File: config.mk
export PLATFORM = sky130hd
export DESIGN_NAME = wb_regfile
export DESIGN_NICKNAME = d
export VERILOG_FILES = /design/src/rtl/wb_regfile.sv
export SDC_FILE = /design/constraint.sdc
export NUM_CORES = 2
export LEC_CHECK = 0
export CAP_MARGIN = 10
export CORE_ASPECT_RATIO = 1.2
export CORE_MARGIN = 2
export CORE_UTILIZATION = 57
export CTS_BUF_LIST = sky130_fd_sc_hd__clkbuf_4
export DETAILED_ROUTE_END_ITERATION = 10
export PLACE_DENSITY_LB_ADDON = 0.15
export SLEW_MARGIN = 25
export SYNTH_ARGS = -nofsm -noshare
export SYNTH_HDL_FRONTEND = slang
export SYNTH_SLANG_ARGS = --single-unit
File: constraint.sdc
create_clock -name clk -period 3.4 [get_ports clk]
set_input_delay 0.68 -clock clk [delete_from_list [all_inputs] [get_ports clk]]
set_output_delay 0.68 -clock clk [all_outputs]
set_load 0.01 [all_outputs]
File: src/rtl/wb_regfile.sv
// Writeback stage and architectural register file for the sequential Y86-64 core.
// Commits execute/memory results, serves decode operand reads, and halts on any non-AOK status.
module wb_regfile #(
  parameter int DATA_W   = 64,
  parameter int NUM_REGS = 15,
  parameter int CNT_W    = 32
) (
  input  logic              clk,
  input  logic              rst_n,
  input  logic              wb_valid,
  input  logic [3:0]        icode,
  input  logic [3:0]        ifun,
  input  logic [3:0]        rA,
  input  logic [3:0]        rB,
  input  logic              cnd,
  input  logic [DATA_W-1:0] valE,
  input  logic [DATA_W-1:0] valM,
  input  logic [2:0]        stat_in,
  input  logic [3:0]        srcA,
  input  logic [3:0]        srcB,
  output logic [DATA_W-1:0] valA_out,
  output logic [DATA_W-1:0] valB_out,
  output logic [2:0]        stat_out,
  output logic              halted,
  output logic [CNT_W-1:0]  retired
);

  localparam logic [3:0] RNONE     = 4'hF;
  localparam logic [3:0] RSP       = 4'h4;
  localparam logic [3:0] REG_LIMIT = 4'(NUM_REGS);

  localparam logic [2:0] STAT_AOK = 3'd1;
  localparam logic [2:0] STAT_HLT = 3'd2;
  localparam logic [2:0] STAT_INS = 3'd4;

  localparam logic [3:0] I_HALT   = 4'h0;
  localparam logic [3:0] I_RRMOVQ = 4'h2;
  localparam logic [3:0] I_IRMOVQ = 4'h3;
  localparam logic [3:0] I_MRMOVQ = 4'h5;
  localparam logic [3:0] I_OPQ    = 4'h6;
  localparam logic [3:0] I_CALL   = 4'h8;
  localparam logic [3:0] I_RET    = 4'h9;
  localparam logic [3:0] I_PUSHQ  = 4'hA;
  localparam logic [3:0] I_POPQ   = 4'hB;

  typedef enum logic {
    RUN,
    HALTED
  } state_t;

  state_t              r_state;
  logic [DATA_W-1:0]   r_regs [NUM_REGS];
  logic [2:0]          r_stat;
  logic                r_halted;
  logic [CNT_W-1:0]    r_retired;

  logic [3:0]          w_dstE;
  logic [3:0]          w_dstM;
  logic                w_unusedIfun;

  // cmov gating is already folded into cnd, so ifun carries no decode information here
  assign w_unusedIfun = ^ifun;

  always_comb begin
    w_dstE = RNONE;
    w_dstM = RNONE;
    case (icode)
      I_RRMOVQ:                 if (cnd) w_dstE = rB;
      I_IRMOVQ, I_OPQ:          w_dstE = rB;
      I_CALL, I_RET, I_PUSHQ:   w_dstE = RSP;
      I_POPQ: begin
        w_dstE = RSP;
        w_dstM = rA;
      end
      I_MRMOVQ:                 w_dstM = rA;
      default: ;
    endcase
  end

  // No write bypass: a register written on this edge is only visible to decode next cycle
  assign valA_out = (srcA < REG_LIMIT) ? r_regs[srcA] : '0;
  assign valB_out = (srcB < REG_LIMIT) ? r_regs[srcB] : '0;

  always_ff @(posedge clk or negedge rst_n) begin
    if (!rst_n) begin
      for (int i = 0; i < NUM_REGS; i++) r_regs[i] <= '0;
      r_state   <= RUN;
      r_stat    <= STAT_AOK;
      r_halted  <= 1'b0;
      r_retired <= '0;
    end else if (wb_valid && r_state == RUN) begin
      if (stat_in != STAT_AOK) begin
        r_stat   <= stat_in;
        r_state  <= HALTED;
        r_halted <= 1'b1;
      end else if (icode == I_HALT) begin
        r_stat   <= STAT_HLT;
        r_state  <= HALTED;
        r_halted <= 1'b1;
      end else if (icode > I_POPQ) begin
        r_stat   <= STAT_INS;
        r_state  <= HALTED;
        r_halted <= 1'b1;
      end else begin
        // The M write is issued last so it wins when popq targets %rsp
        if (w_dstE < REG_LIMIT) r_regs[w_dstE] <= valE;
        if (w_dstM < REG_LIMIT) r_regs[w_dstM] <= valM;
        r_retired <= r_retired + CNT_W'(1);
      end
    end
  end

  assign stat_out = r_stat;
  assign halted   = r_halted;
  assign retired  = r_retired;

endmodule

==> impl_metrics.ini <==
[run_status]
status = complete, but fails checks
violations = negative setup slack

[detailed_routing]
vias = 56500
routed_wl_um = 257000
firstDrtPassIters = 9
top_layer_used = met5
routed_via_density = 7.99
antenna_left = 0
wl_met2_um = 108000
met1Wirelength_um = 83300
wl_met3_um = 43200
drc = 0
wl_per_cell_um = 36.3
drt_iter0_markers = 9100

[clock_tree]
cts.sinks = 996
path_clk_slew_ns = 0.08
clock-root-buffer = clkbuf_4
ctsLongestPathBuffers = 4
cts_buffers = 288
insertion_delay_ns = 1.30
cts_tree = built
cts_max_level = 5

[synthesis]
yosysUniqueCellTypes = 76
synth_compound_area_share_pct = 25.0
synth_nets = 5162
synthSimpleGateAreaFrac_pct = 4.65
ys_seq_area_share_pct = 42.5
synth_fa_ha_area_share_pct = 0.0213
synth_top_family_by_area = compound AO/OA/AOI/OAI gates
synthMuxAreaShare_pct = 21.8
synthFlopType = dfrtp_1
yosys_warnings = 0
async_reset_ff_share_pct = 100
avgSynthCellArea_um2 = 11.7
synth_edf_count = 0
synth-seq-cells = 996
synth_area_mm2 = 0.0587
synth_xor_area_share_pct = 0.462
syn_inst = 5002

[pwr]
peakVddDrop_mv = 0.322
p_leak_nw = 31.5
power_density_mw_per_mm2 = 380

[finish]
area_delta_synth_final_pct = 21.8
fin_nets = 5694
fillers = 7309
finalInstanceArea_mm2 = 0.0715
drive_gt1_share_pct = 31.2
post-route-util_pct = 70.2

[global_route]
antenna_found_initial = 23
gr-usage-all-layers_pct = 47.9
grt_pass1_vias = 56300
grt_overflow = 0
grt_pass1_wl_um = 372000
grt_max_degree = 149

[setup_path]
worstPathMaxFanout = 3
worst_ep_arrival_time_ns = 2.96
crit_type = reg2out
crit_required_ns = 2.72
cp-end-kind = output pin
critPathLaunchType = flip-flop

[sta]
clock_skew_ns = 0.0513
relSlewSlack_pct = 27.7
period_share_pct = 107
worst_slack_ns = -0.242
rsz0062_at_grt = yes
slew_violations = 0
clock.fmax_mhz = 275
finalSetupViolations = 128
report.final.hold_viol_count = 0
period_needed_ns = 3.64
worst_pin_slew_ns = 1.08

[floorplanning]
dieArea_mm2 = 0.106
die_x_um = 297
placementRows = 128
die_y_um = 356
pin_count = 323
core_mm2 = 0.102
initial_core_util_pct = 57.6

[placed_design]
io_buffers = 318
dp_hpwl_um = 156000
place_congestion = 0.972
dpl_cell_area_mm2 = 0.0671

[hold_path]
hold_class = in2async

[run]
drv_cap = 0
[cells by family after synthesis]
logic type	Yosys count
simple gates	557
xor+xnor	31
mux	640
buf+inv	795
flops	996
fa+ha+maj	1
compound gates	1982
[Yosys cell counts, types with 15 or more instances]
library cell  instances  area share [%]
nand2b_1             45            0.48
o21ai_0             138             1.2
o32ai_1              33            0.49
mux2i_1             128             2.2
buf_2               128             1.1
o22ai_1             670             7.1
xnor2_1              20            0.30
o2bb2ai_1            39            0.58
a21o_1               63            0.81
or3_1                15            0.16
nand4_1              15            0.16
a22o_1               61            0.91
a221o_1              78             1.3
dfrtp_1             995              42
buf_1               118            0.75
nand3_1              26            0.22
and2_1               52            0.55
nand2_1             216             1.4
nor2_1              105            0.67
and3_1               16            0.17
inv_1               117            0.75
mux4_2              512              20
a2bb2oi_1           617             9.2
o221a_2              40            0.77
a211oi_1             32            0.41
a22oi_1              19            0.24
clkbuf_1            411             2.6
a21oi_1             147             1.3
[power breakdown]
group | internal (mW) | total, mW | switching (mW)
logic | 1.65 | 3.71 | 2.07
clock network | 5.64 | 11.0 | 5.37
registers | 12.2 | 12.4 | 0.278
total | 19.5 | 27.2 | 7.71
[worst paths after layout]
path | depth (start not counted) | startpoint | to | slack (ns)
setup / recovery | 3 | r_regs[408]$_DFFE_PN0P_ | valA_out[24] | -0.24
hold / removal | 3 | rst_n | r_regs[658]$_DFFE_PN0P_ | 0.06
setup reg to reg | 5 | halted$_DFFE_PN0P_ | r_regs[440]$_DFFE_PN0P_ | 0.68
hold reg to reg | 2 | stat_out[0]$_DFFE_PN1P_ | stat_out[0]$_DFFE_PN1P_ | 0.49
max in group asynchronous | 3 | rst_n | r_regs[510]$_DFFE_PN0P_ | 2.43
min in group clk | 3 | stat_in[2] | stat_out[2]$_DFFE_PN0P_ | 0.08
[flip-flops by register name (all words and copies together), names as in the netlist]
signal    flops
retired      32
stat_out      3
r_regs      960
halted        1
[metrics by stage]
| stage | TNS, ns | instances | setup WS [ns] | hold slack, ns | power [mW] |
|---|---|---|---|---|---|
| global route | -21.76 | 7068 | -0.279 | 0.0356 | 28.0 |
| floorplan | 0 | 5002 | 0.0402 | 0.384 | 14.4 |
| CTS | -17.53 | 6990 | -0.229 | 0.0127 | 27.0 |
| detailed placement | -43.00 | 6486 | -0.191 | 0.473 | 16.1 |
| global placement | -51.52 | 6486 | -0.205 | 0.459 | 16.1 |
| finish | -14.00 | 7075 | -0.242 | 0.0644 | 27.2 |
[worst max-delay path, cell delays in order (launching register included)]
cell     delay (ns)
dfrtp_1        0.43
mux4_2         0.46
mux4_2         0.59
buf_6          0.17
[cell usage in the layout, fill, tap and decap left out, drive strengths merged, types with 16 or more instances in the layout]
master,synthesis,layout
nand2b,45,45
buf,267,737
nand3,26,26
o32ai,33,33
nand2,217,217
o2bb2ai,39,39
o22ai,670,670
a21o,63,63
nor2,108,108
a22o,61,61
clkdlybuf4s50,0,181
or3,16,16
clkinv,0,30
and2,52,52
diode,0,18
a211oi,32,32
a2bb2oi,617,617
xnor2,20,20
o221a,40,40
a21oi,154,154
a22oi,19,19
and3,16,16
clkbuf,411,413
a221o,78,78
inv,117,120
o21ai,140,140
dfrtp,995,995
mux4,512,512
mux2i,128,128
[final cells by class]
type                       count  area [µm²]  share of cell area (%)
antenna                       18        45.0                  0.0630
clock buffer                 413        3100                    4.34
clock inverter                35         185                   0.259
inverter                     117         439                   0.614
multi-input combinational   3211       30900                    43.2
sequential                   996       24900                    34.9
tap                         1365        1710                    2.39
timing repair buffer         920       10200                    14.3
[what timing repair did]
item	4_1_cts	5_1_grt
hold buffers	3	0
buffers inserted	53	67
setup endpoints to repair	128	128
gates resized for setup	640	10
endpoints found under the hold margin	626	0
[layer usage]
metal | global-route usage [%] | vias up
li1 | - | 21300
met3 | 19.1 | 1534
met2 | 67.5 | 6089
met5 | 0.314 | -
met1 | 60.1 | 27600
met4 | 34.7 | 18
(Power assumes the default switching activity.)
